===== config.mk =====
export PLATFORM = sky130hd
export DESIGN_NAME = item_puller_flat
export DESIGN_NICKNAME = d
export VERILOG_FILES = /design/src/rtl/item_puller_if.sv /design/src/rtl/item_puller.sv /design/src/flat_wrapper.sv
export SDC_FILE = /design/constraint.sdc
export NUM_CORES = 1
export LEC_CHECK = 0
export ABC_AREA = 1
export CAP_MARGIN = 10
export CORE_ASPECT_RATIO = 0.5
export CORE_UTILIZATION = 54
export CTS_CLUSTER_DIAMETER = 30
export CTS_CLUSTER_SIZE = 28
export DETAILED_ROUTE_END_ITERATION = 10
export PLACE_DENSITY = 0.91
export SYNTH_ARGS = -nofsm -noshare
export SYNTH_HDL_FRONTEND = slang
export SYNTH_SLANG_ARGS = --single-unit

===== constraint.sdc =====
create_clock -name clock -period 2.2 [get_ports clock]
set_input_delay 0.33 -clock clock [delete_from_list [all_inputs] [get_ports clock]]
set_output_delay 0.33 -clock clock [all_outputs]
set_load 0.02 [all_outputs]

===== src/rtl/item_puller_if.sv =====
// Item handshake bundle between the last pusher stage, the puller and its consumer.
// The puller uses the slave view; whoever drives items and pulls uses the master view.
interface item_puller_if #(
    parameter int DATA_WIDTH = 8,
    parameter int DEPTH      = 4,
    parameter int CNT_WIDTH  = 16
);
    localparam int LVL_W = $clog2(DEPTH) + 1;

    logic [DATA_WIDTH-1:0] item_in;
    logic                  item_in_valid;
    logic                  item_in_ready;
    logic                  pull_req;
    logic [DATA_WIDTH-1:0] pull_data;
    logic                  pull_ack;
    logic                  pull_underflow;
    logic [LVL_W-1:0]      level;
    logic [CNT_WIDTH-1:0]  recv_count;

    modport slave (
        input  item_in, item_in_valid, pull_req,
        output item_in_ready, pull_data, pull_ack, pull_underflow, level, recv_count
    );

    modport master (
        output item_in, item_in_valid, pull_req,
        input  item_in_ready, pull_data, pull_ack, pull_underflow, level, recv_count
    );
endinterface


===== src/rtl/item_puller.sv =====
// Receives pushed items into a small circular FIFO and hands them out one per pull request,
// counting every accepted item (wrapping).
module item_puller #(
    parameter int DATA_WIDTH = 8,
    parameter int DEPTH      = 4,
    parameter int CNT_WIDTH  = 16
) (
    input logic          clock,
    input logic          reset,
    item_puller_if.slave bus
);
    localparam int PTR_W = $clog2(DEPTH);
    localparam int LVL_W = PTR_W + 1;

    logic [DATA_WIDTH-1:0] mem [DEPTH];
    logic [PTR_W-1:0]      wr_ptr;
    logic [PTR_W-1:0]      rd_ptr;
    logic [LVL_W-1:0]      level;
    logic [CNT_WIDTH-1:0]  recv_count;
    logic [DATA_WIDTH-1:0] pull_data;
    logic                  pull_ack;
    logic                  pull_underflow;
    logic                  ready;
    logic                  push;
    logic                  pull;

    // Ready comes only from registered occupancy, so a same-cycle pull never opens a slot.
    assign ready = (level != LVL_W'(DEPTH));
    assign push  = bus.item_in_valid && ready;
    // No bypass: an empty FIFO underflows even if a push lands in the same cycle.
    assign pull  = bus.pull_req && (level != '0);

    always_ff @(posedge clock) begin
        if (reset && push) begin
            mem[wr_ptr] <= bus.item_in;
        end
    end

    always_ff @(posedge clock) begin
        if (!reset) begin
            wr_ptr         <= '0;
            rd_ptr         <= '0;
            level          <= '0;
            recv_count     <= '0;
            pull_data      <= '0;
            pull_ack       <= 1'b0;
            pull_underflow <= 1'b0;
        end else begin
            pull_ack       <= pull;
            pull_underflow <= bus.pull_req && !pull;
            if (push) begin
                wr_ptr     <= wr_ptr + 1'b1;
                recv_count <= recv_count + 1'b1;
            end
            if (pull) begin
                pull_data <= mem[rd_ptr];
                rd_ptr    <= rd_ptr + 1'b1;
            end
            if (push && !pull) begin
                level <= level + 1'b1;
            end else if (pull && !push) begin
                level <= level - 1'b1;
            end
        end
    end

    assign bus.item_in_ready  = ready;
    assign bus.pull_data      = pull_data;
    assign bus.pull_ack       = pull_ack;
    assign bus.pull_underflow = pull_underflow;
    assign bus.level          = level;
    assign bus.recv_count     = recv_count;
endmodule


===== src/flat_wrapper.sv =====
// flat-port wrapper written by rule: the top's interface ports become plain ports
module item_puller_flat 
#(
    parameter int DATA_WIDTH = 8,
    parameter int DEPTH      = 4,
    parameter int CNT_WIDTH  = 16
)
  (clock, reset, bus_item_in, bus_item_in_valid, bus_pull_req, bus_item_in_ready, bus_pull_data, bus_pull_ack, bus_pull_underflow, bus_level, bus_recv_count);
  item_puller_if #(.DATA_WIDTH(DATA_WIDTH), .DEPTH(DEPTH), .CNT_WIDTH(CNT_WIDTH)) bus_i ();
  input logic clock;
  input logic reset;
  input wire logic [$bits(bus_i.item_in)-1:0] bus_item_in;
  input wire logic [$bits(bus_i.item_in_valid)-1:0] bus_item_in_valid;
  input wire logic [$bits(bus_i.pull_req)-1:0] bus_pull_req;
  output wire logic [$bits(bus_i.item_in_ready)-1:0] bus_item_in_ready;
  output wire logic [$bits(bus_i.pull_data)-1:0] bus_pull_data;
  output wire logic [$bits(bus_i.pull_ack)-1:0] bus_pull_ack;
  output wire logic [$bits(bus_i.pull_underflow)-1:0] bus_pull_underflow;
  output wire logic [$bits(bus_i.level)-1:0] bus_level;
  output wire logic [$bits(bus_i.recv_count)-1:0] bus_recv_count;
  assign bus_i.item_in = bus_item_in;
  assign bus_i.item_in_valid = bus_item_in_valid;
  assign bus_i.pull_req = bus_pull_req;
  assign bus_item_in_ready = bus_i.item_in_ready;
  assign bus_pull_data = bus_i.pull_data;
  assign bus_pull_ack = bus_i.pull_ack;
  assign bus_pull_underflow = bus_i.pull_underflow;
  assign bus_level = bus_i.level;
  assign bus_recv_count = bus_i.recv_count;
  item_puller #(.DATA_WIDTH(DATA_WIDTH), .DEPTH(DEPTH), .CNT_WIDTH(CNT_WIDTH)) u_core (.clock(clock), .reset(reset), .bus(bus_i));
endmodule

* Yosys cells after proc, flatten, opt, wreduce, memory -nomap -nowiden
Memories as Yosys holds them, arrays and structs flattened. A register that Yosys moved wholly into a read port is not among the register bits. Index checks and enable logic that the tools add are counted.
Word-level totals: register bits after elaboration 25, latch bits 0, memory bits (writable) 32, ROM bits 0, input bits 12, output and inout port bits 30, logic and storage cells 28, memories kept 1
Cells by class: $add $sub $neg 5, $mul 0, div/mod/pow operators 0, $lt $le $gt $ge 0, equal/unequal tests 1, shift operators 0, multiplexer cells 4, bitwise gates (word level) 0, reduce and logical (&&, ||, !) cells 11
Memory list:
- u_core.mem | words 4, bits a word 8, read ports 1, clocked after Yosys merged registers in 1, wr ports 1, RTL line item_puller.sv:15 | logic [DATA_WIDTH-1:0] mem [DEPTH];
Operator list (count):
- $add 16x1->16 const B | 1
- $logic_and 1x1->1 | 6
- $mux 3 | 2
- $add 2x1->2 const B | 2
- $add 3x1->3 const B | 1
- $logic_not 1->1 | 3
- $ne 3x3->1 const B | 1
- $reduce_bool 3->1 | 1
- $sub 3x1->3 const B | 1
- $mux 1 | 2
- $reduce_bool 2->1 | 1

* Logic depth before layout (Yosys ltp)
word-level depth 6, depth in mapped cells 11, depth with buffers taken out 10

* Least setup slack after synthesis
OpenSTA, ideal clock, no wires.
path kind register to register, start point register u_core.level[0] (netlist: u_core.bus.level[0]), end point register u_core.level[2] (netlist: u_core.bus.level[2]), arrival 1.949 ns, setup slack 0.129 ns, stages on the path, launching flop included 12, clock period less this slack 2.071 ns, path through dfxtp_1 > nor2_4 > nand2_1 > nand2_1 > buf_2 > ha_1 > inv_1 > fa_1 > a21oi_1 > o21ai_0 > o21ai_0 > a21oi_1
On the way: word-level cells in the longest chain between the ends 5
RTL lines:
- start: declaration | RTL line item_puller.sv:18 | logic [LVL_W-1:0] level;
- start signal: assignment | RTL line item_puller.sv:60 | level <= level + 1'b1;
- start signal: assignment | RTL line item_puller.sv:62 | level <= level - 1'b1;
- branches (longest 5 deep; another with $sub 3x1->3)
Parallel ways; which one is timed is not known. The select of a mux whose other input is x is not followed. A chain may end at the register's enable or synchronous reset.

* Final worst setup path
start point register u_core.level[0] (netlist: u_core.bus.level[0]), end point output port bus_item_in_ready
On the way: word-level cells in the longest chain between the ends 1
RTL lines:
- $ne 3x3->1 | RTL line item_puller.sv:28 | assign ready = (level != LVL_W'(DEPTH));
- end: declaration | RTL line flat_wrapper.sv:15 | output wire logic [$bits(bus_i.item_in_ready)-1:0] bus_item_in_ready;
Every way passes these cells.

==> results.sh <==
export IMPL_status="finished clean"
export IMPL_drv_cap=0
export IMPL_r2r_start="u_core.bus.level[0]"
export IMPL_end_kind="primary output"
export IMPL_synth_compound_area_share_pct=12.9
export IMPL_first_pass_iters=4
export IMPL_yosys_area_top_type="edfxtp_1"
export IMPL_holdPathEnd="u_core.bus.recv_count[0]"
export IMPL_critPathKind="register to primary output"
export IMPL_powerDensity_nw_per_um2=974
export IMPL_syn_avg_cell_area_sq_um=9.17
export IMPL_cts_hold_buf=0
export IMPL_r2r_cells=10
export IMPL_yosysUniqueCellTypes=29
export IMPL_final_common_cell="nor2_1"
export IMPL_gp_routability_congestion=0.866
export IMPL_viasPerCell=5.19
export IMPL_yosysSeqAreaShare_pct=56.5
export IMPL_synth_adder_area_share_pct=3.31
export IMPL_num_nets_final=383
export IMPL_grt_pass1_wl_microns=9550
export IMPL_cp_slowest_cell="clkdlybuf4s50_1"
export IMPL_rrSetupSlack_ns=0.23
export IMPL_cts_tree="built"
export IMPL_slew_headroom_pct=69.2
export IMPL_critPathMaxFanout=5
export IMPL_tightest_slew_ns=0.461
export IMPL_synth_top_family_by_area="simple AND/OR/NAND/NOR gates"
export IMPL_antenna_found_initial=0
export IMPL_min_period_ns=2.00
export IMPL_synth_mux_area_share_pct=0
export IMPL_num_fill_cells=336
export IMPL_rows=18
export IMPL_worstPathBufferInverterCount=1
export IMPL_initial_core_util_pct=57.1
export IMPL_fin_setup_tns_ns=0
export IMPL_fin_skew_ns=0.00740
export IMPL_netlist_area_sq_um=2870
export IMPL_yosys_register_bits=65
export IMPL_period_share_pct=90.9
export IMPL_slew_viol_final=0
export IMPL_r2r_end="u_core.bus.level[2]"
export IMPL_power_leakage_nw=1.40
export IMPL_grt_max_degree=24
export IMPL_clk_pin_slew_ns=0.07
export IMPL_dieArea_sq_um=5630
export IMPL_insertedDiodeCount=0
export IMPL_die_x_microns=105
export IMPL_insertion_delay_ns=0.34
export IMPL_synth_edff_count=32
export IMPL_synth_xor_area_share_pct=0.610
export IMPL_max_freq_mhz=500
export IMPL_async_reset_ff_share_pct=0
export IMPL_hpwlAfterDp_microns=4100
export IMPL_path_cells="nor2_4 -> nand2_2 -> clkdlybuf4s50_1"
export IMPL_worst_ir_drop_vdd_mv=0.487
export IMPL_post_cts_resized=0
export IMPL_clockBufferDepth=2
export IMPL_post_route_util_pct=71.0
export IMPL_setup_viol=0
export IMPL_postRouteWirelength_microns=5880
export IMPL_cts_root_buf="clkbuf_8"
export IMPL_wl_per_cell_microns=13.4
export IMPL_yosys_area_top_type_share_pct=33.5
export IMPL_synth_nets=332
export IMPL_post_cts_setup_buffer_count=0
export IMPL_min_delay_path_depth=2
export IMPL_fp_dieH_microns=53.6
export IMPL_via_count=2279
export IMPL_hold_violations=0
export IMPL_grt_ovfl_total=0
export IMPL_synth_area_leaders="edfxtp_1, dfxtp_1, o21ai_1"
export IMPL_coreArea_sq_um=5020
export IMPL_cts_made_buffers=9
export IMPL_min_from="u_core.bus.recv_count[0]"
export IMPL_hold_path_class="register to register"
export IMPL_synthSimpleGateAreaFrac_pct=19.2
export IMPL_io_buffers=41
export IMPL_crit_required_ns=1.87
export IMPL_crit_family="buffers and inverters"
export IMPL_ioPinCount=42
export IMPL_syn_instance_count=313
export IMPL_synth_top_flop_cell="dfxtp_1"
export IMPL_drc=0
export IMPL_gr_usage_all_layers_pct=22.9
export IMPL_crit_arrival_ns=1.67
export IMPL_start_kind="register"
export IMPL_drt_iter0_markers=148
export IMPL_ant_nets=0
export IMPL_crit_path_max_incr_delay_ns=0.63
export IMPL_area_growth_pct=24.2
export IMPL_yosysWarnings=0
export IMPL_cts_sinks=65
export IMPL_rsz0062_at_grt="no"
export IMPL_drive_gt1_share_pct=11.1
export IMPL_grt_pass1_vias=2074
export IMPL_mostFrequentLayoutCells="nor2_1, clkdlybuf4s50_1, nand2_1"
export IMPL_htreeDepth=3
==> final cells by class <==
cell class / count / area (sq um) / area share, %
timing repair buffer: 50 / 478 / 13.4
tap: 70 / 87.6 / 2.46
multi-input combinational: 195 / 1030 / 29.0
clock buffer: 12 / 155 / 4.35
clock inverter: 4 / 28.8 / 0.807
sequential: 65 / 1620 / 45.5
inverter: 43 / 161 / 4.53
==> where the power goes <==
group          internal (W)  total [W]  switching, W
sequential          0.00142    0.00153      0.000108
combinational      0.000414    0.00103      0.000614
clock              0.000470   0.000914      0.000444
total               0.00231    0.00347       0.00117
==> worst max-delay path by stage <==
stage,from,end,slack (ns),depth (start not counted)
5_1_grt,u_core.bus.level[0],u_core.bus.level[2],0.08,10
2_1_floorplan,u_core.bus.level[0],u_core.bus.level[2],0.13,11
3_5_place_dp,bus_item_in_valid,u_core.bus.level[2],0.02,9
6_report,u_core.bus.level[0],bus_item_in_ready,0.20,3
3_3_place_gp,bus_item_in_valid,u_core.bus.level[2],0.08,9
4_1_cts,u_core.bus.level[0],bus_item_in_ready,0.18,3
==> stage by stage <==
step,total power [W],hold slack (ns),cells,worst slack (ns),instance area [sq um]
global route,0.00366,0.550,439,0.0823,3570
floorplan,0.00219,0.429,313,0.129,2870
finish,0.00347,0.523,439,0.201,3570
CTS,0.00349,0.527,439,0.184,3570
detailed placement,0.00257,0.517,423,0.0234,3380
global placement,0.00251,0.498,423,0.0841,3380
==> registers in the layout, summed over array words and instances, names as in the netlist <==
name                       flops
u_core.bus.pull_ack            1
u_core.rd_ptr                  2
u_core.bus.pull_data           8
u_core.wr_ptr                  2
u_core.bus.pull_underflow      1
u_core.bus.recv_count         16
u_core.mem                    32
u_core.bus.level               3
==> cell families after synthesis <==
group	Yosys count
buffers and inverters	53
AO/OA/AOI/OAI	69
adder cells (fa/ha/maj)	7
XOR/XNOR	2
AND/OR/NAND/NOR	117
flip-flops	65
==> worst register-to-register path: stages, from the launching register on <==
cell and delay (ns):
dfxtp_1 0.38, nor2_4 0.20, nand2_1 0.09, nand2_1 0.09, ha_1 0.15, inv_1 0.07
fa_1 0.39, a21oi_1 0.16, o21ai_0 0.11, o21ai_0 0.15, a21oi_1 0.06
==> cells in the mapped netlist (6+ instances only) <==
library cell   n
a21oi_1       13
o21ai_0       12
nor2_1        46
inv_1         38
buf_2          7
o22ai_1        8
ha_1           6
nand2_1       39
edfxtp_1      32
o21ai_1       35
dfxtp_1       33
nand3_1        9
==> per-layer routing <==
| metal | share of wire, % | vias up | track usage (%) |
|---|---|---|---|
| met5 | 0 | - | 0 |
| met4 | 2.1 | 0 | 10.6 |
| met3 | 4.7 | 15 | 6.30 |
| met2 | 50 | 65 | 40.7 |
| met1 | 43 | 1058 | 27.0 |
| li1 | - | 1141 | - |
Power figures use the tool's default switching activity.
==> RTL change 1 (same settings) <==
Reset style: asynchronous (`reset`), changed in one clocked block.
--- a/src/rtl/item_puller.sv
+++ b/src/rtl/item_puller.sv
@@ -36,7 +36,7 @@
         end
     end
 
-    always_ff @(posedge clock) begin
+    always_ff @(posedge clock or negedge reset) begin
         if (!reset) begin
             wr_ptr         <= '0;
             rd_ptr         <= '0;
Formal check against the unedited RTL: differs if reset is asserted again (counterexample within 4 cycles, from zero or initial values and one cycle with reset low); with reset held inactive, the same outputs for 10 cycles.
==> RTL change 1 against the original RTL <==
Worst setup slack better by 0.024 ns. Routed wire length decreased by 0.26%. Total power grew 25%. Critical path depth unchanged. Area after synthesis up 1.7%. Sequential cell count did not move. First-iteration DRC count decreased by 24%. Non-clock buffer count down 2. Design area up 1.9%.
==> RTL change 1: results (changes against the original RTL) <==
* Metal2 WL at 2970 um (+0.41%)
* Leakage power at 0.00153 uW (+9.0%)
* R2R Path End: u_core.bus.level[2]
* Layout fillers at 347 (+3.3%)
* Initial antenna violation count at 0 (unchanged)
* Share of layout cells above drive strength 1 at 11.1% (+0.033 points)
* Distinct cells, synth at 27 (-6.9%)
* Global-route usage over all layers at 23.2% (+0.28 points)
* Reg2reg path depth at 9 (-1)
* CTS H-tree lvls at 3 (unchanged)
* Post-Route M1 WL at 2410 um (-4.3%)
* Post-Route WL at 5860 um (-0.26%)
* Worst Hold Class: in -> async
* First-pass GRT wire length at 9280 um (-2.8%)
* Commonest cells post-synth: 59 x nor2_1, 50 x nand2_1, 33 x dfrtp_1
* Worst Hold Slack at 0.470 ns (-0.0524 ns)
* Mean Syn Cell Area at 10.4 sq um (+13%)
* Placed cell count at 395 (-6.6%)
* Pre-CTS setup slack at 0.0112 ns (-0.0122 ns)
* Final hold vios at 0 (unchanged)
* Met3 WL at 382 um (+38%)
* Final nets at 355 (-7.3%)
* Crit-path max FO at 4 (-1)
* R2R Path Start: u_core.bus.level[0]
* Number of global-route vias before repair at 2017 (-2.7%)
* GPL Wtd Cong at 0.897 (+3.6%)
* Status: finished, final reports clean
* Top Registers: u_core.mem: 32 flops, u_core.bus.recv_count: 16 flops, u_core.bus.pull_data: 8 flops
* Fraction of registers with async set/reset at 50.8% (+51 points)
* Pre-antenna DRT Iters at 4 (unchanged)
* Pin count of the biggest net entering global routing at 34 (+42%)
* Clock Latency Late Sink at around 0.35 ns
* Peak VDD IR at 0.000646 V (+33%)
* DR vias at 2117 (-7.1%)
* Post-synth EDFFs at 32 (unchanged)
* Ys flop type: dfrtp_1
* DPL Wire Length at 4090 um (-0.29%)
* Synth area leaders: edfxtp_1 33%, dfrtp_1 28%, nor2_1 7.6%, nand2_1 6.4%, o21ai_0 3.1%
* Initial DRC count at 112 (-24%)
* Clock Skew at 0.0107 ns (+0.00329 ns)
* Sequential element share of the synthesized area at 61.2% (+4.7 points)
* Syn_nets at 301 (-9.3%)
* Crit path DAT at 1.65 ns (-0.02 ns)
* Wirelength per Cell at 14.3 um (+6.5%)
* ANT cells at 0 (unchanged)
* Setup bufs post-CTS at 0 (unchanged)
* Tightest Pin Transition at 0.586 ns (+0.126 ns)
## RTL change 1: changes by cell type after synthesis, sizes merged, moves of 10 or more
cell / change
inv: -16
a21oi: -12
o21ai: -29
dfxtp: -33
dfrtp: +33
nor2: +14
nand2: +10
## RTL change 1: routing by layer
layer	track usage (%)	vias to the layer above
li1	-	1034
met1	25.1	993
met2	42.3	74
met3	9.69	16
met4	8.56	0
met5	0	-
## RTL change 1: area by class of cell
cell class	instances	area (sq um)	share of cell area, %
multi-input combinational	185	987	27.2
timing repair buffer	48	463	12.7
tap	70	87.6	2.41
inverter	27	106	2.93
sequential	65	1790	49.2
clock inverter	7	77.6	2.14
clock buffer	9	124	3.41
## RTL change 1: report_power, final
part	switching [uW]	total (uW)	internal (uW)	leakage, uW
registers	292	1840	1550	0.000701
logic	853	1510	654	0.000726
clock network	481	1010	532	0.000100
total	1630	4360	2730	0.00153
## RTL change 1: stage by stage
stage               util [%]  power, uW  cell area [sq um]
floorplan                  -       2770               2920
global placement        67.7       3270               3430
detailed placement      67.7       3370               3430
CTS                     71.7       4390               3630
global route            71.7       4630               3630
finish                  71.7       4360               3630
## RTL change 1: critical path, cell delays in order, from the launching register on
cell and delay, ns:
dfrtp_1 0.47, nor2_4 0.18, nand2_4 0.10, clkdlybuf4s50_1 0.55
## RTL change 1: worst max path at each step
stage               slack [ns]           startpoint                  end
floorplan                 0.17  u_core.bus.level[0]  u_core.bus.level[1]
global placement          0.07    bus_item_in_valid  u_core.bus.level[2]
detailed placement        0.01    bus_item_in_valid  u_core.bus.level[2]
CTS                       0.19  u_core.bus.level[0]    bus_item_in_ready
global route              0.09  u_core.bus.level[0]  u_core.bus.level[2]
finish                    0.22  u_core.bus.level[0]    bus_item_in_ready
## RTL change 1: cells by family (layout without fill, tap and decap cells)
| group | Yosys count | after routing | synth area share, % |
|---|---|---|---|
| compound gates | 27 | 27 | 4.97 |
| xor+xnor | 10 | 10 | 3.00 |
| buf+inv | 32 | 91 | 4.97 |
| fa+ha+maj | 7 | 7 | 3.26 |
| mux | 1 | 1 | 0.386 |
| simple gates | 140 | 140 | 22.2 |
| flops | 65 | 65 | 61.2 |
==> RTL change 2 (config.mk and constraints unchanged) <==
Without the edit above. `DATA_WIDTH` is set to 8 in 3 places; all go to 10.
--- a/src/rtl/item_puller_if.sv
+++ b/src/rtl/item_puller_if.sv
@@ -1,7 +1,7 @@
 // Item handshake bundle between the last pusher stage, the puller and its consumer.
 // The puller uses the slave view; whoever drives items and pulls uses the master view.
 interface item_puller_if #(
-    parameter int DATA_WIDTH = 8,
+    parameter int DATA_WIDTH = 10,
     parameter int DEPTH      = 4,
     parameter int CNT_WIDTH  = 16
 );
--- a/src/rtl/item_puller.sv
+++ b/src/rtl/item_puller.sv
@@ -1,7 +1,7 @@
 // Receives pushed items into a small circular FIFO and hands them out one per pull request,
 // counting every accepted item (wrapping).
 module item_puller #(
-    parameter int DATA_WIDTH = 8,
+    parameter int DATA_WIDTH = 10,
     parameter int DEPTH      = 4,
     parameter int CNT_WIDTH  = 16
 ) (
--- a/src/flat_wrapper.sv
+++ b/src/flat_wrapper.sv
@@ -1,7 +1,7 @@
 // flat-port wrapper written by rule: the top's interface ports become plain ports
 module item_puller_flat 
 #(
-    parameter int DATA_WIDTH = 8,
+    parameter int DATA_WIDTH = 10,
     parameter int DEPTH      = 4,
     parameter int CNT_WIDTH  = 16
 )
Interface: changed (resized bus_item_in and bus_pull_data); port bits go from 42 to 46. The function was not compared with the original's and may differ.
==> RTL change 2 against the original RTL <==
Worst setup slack got worse by 0.096 ns. Design area rose by 12%. Sequential share of layout area rose by 2.0 points. Area after synthesis rose by 8.8%. Sequential cell count rose by 10. Via count rose by 12%. Routed wire length rose by 22%. Total power rose by 26%. Largest cell class unchanged. Highest routed layer unchanged.
==> RTL change 2: results (changes against the original RTL) <==
* Final nets at 402 (+5.0%)
* Peak VDD IR at 0.000499 V (+2.5%)
* Pre-antenna DRT Iters at 5 (+1)
* Slowest Stage Delay on Critical Path at 0.60 ns (-0.03 ns)
* Post-synth EDFFs at 40 (+25%)
* DPL Wire Length at 4460 um (+8.7%)
* Commonest cells post-synth: 73 x nor2_1, 40 x edfxtp_1, 35 x dfxtp_1
* Synth area leaders: edfxtp_1 38%, dfxtp_1 22%, nor2_1 8.8%, o21ai_0 5.1%, nand2_1 4.0%
* Status: finished, final reports clean
* Tightest Pin Transition at 0.415 ns (-0.0455 ns)
* Crit path DAT at 2.32 ns (+0.65 ns)
* Global-route usage over all layers at 25.9% (+3.0 points)
* Mean Syn Cell Area at 9.64 sq um (+5.2%)
* Crit-path max FO at 4 (-1)
* Vias per Instance at 5.58 (+7.6%)
* Share of layout cells above drive strength 1 at 10.1% (-1.0 points)
* Initial DRC count at 222 (+50%)
* DR vias at 2563 (+12%)
* Leakage power at 0.00152 uW (+8.3%)
* Clock root buffer: clkbuf_16
* Placed cell count at 443 (+4.7%)
* Top Registers: u_core.mem: 40 flops, u_core.bus.recv_count: 16 flops, u_core.bus.pull_data: 10 flops
* Wirelength per Cell at 15.6 um (+17%)
* Port Buffers at 45 (+9.8%)
* First-pass GRT wire length at 11700 um (+22%)
* GPL Wtd Cong at 0.886 (+2.3%)
* Clock Skew at 0.00804 ns (+0.000642 ns)
* Dpl cell area at 3710 sq um (+9.6%)
[RTL change 2: cell families after synthesis]
kind of cell | share of synthesized area, %
and+or+nand+nor | 18.1
adders and majority gates | 3.04
AOI/OAI and AO/OA | 12.7
DFF | 60.9
xor gates and xnor gates | 0.280
buffers and inverters | 5.05
[RTL change 2: where the power goes]
| part | switching [uW] | leakage [uW] | total, uW | internal (uW) |
|---|---|---|---|---|
| Sequential | 118 | 0.000649 | 1760 | 1640 |
| Combinational | 700 | 0.000729 | 1150 | 447 |
| Clock | 597 | 0.000140 | 1490 | 890 |
[RTL change 2: path summary, 6_finish.rpt]
kind,startpoint,end,slack (ns),cells after the start
setup / recovery,bus_item_in_valid,u_core.bus.level[2],0.11,9
hold / removal,u_core.bus.recv_count[10],u_core.bus.recv_count[10],0.49,2
setup reg to reg,u_core.bus.level[1],u_core.bus.level[2],0.16,10
hold reg to reg,u_core.bus.recv_count[10],u_core.bus.recv_count[10],0.49,2
[RTL change 2: routing by layer]
layer / share of wire (%) / track usage [%] / vias to the layer above / wire length [um]
li1: - / - / 1208 / -
met3: 7.5 / 9.13 / 20 / 536
met2: 52 / 43.5 / 133 / 3710
met4: 2.4 / 11.0 / 0 / 174
met1: 38 / 30.1 / 1202 / 2750
met5: 0 / 0 / - / 0
[RTL change 2: final cells by class]
cell class,count,area [sq um],area share (%)
flip-flops and latches,75,1900,47.5
multi-input cells,209,1060,26.6
repair buffers,57,541,13.5
clock buffers,10,229,5.71
inverters,29,109,2.72
well taps,73,91.3,2.28
clock inverters,6,71.3,1.78
[RTL change 2: tightest hold or removal path, delay by kind of cell (launching register included)]
kind / cells / cell delay [ns]
AO/OA/AOI/OAI: 1 / 0.05
buffers and inverters: 1 / 0.07
flip-flops: 1 / 0.33
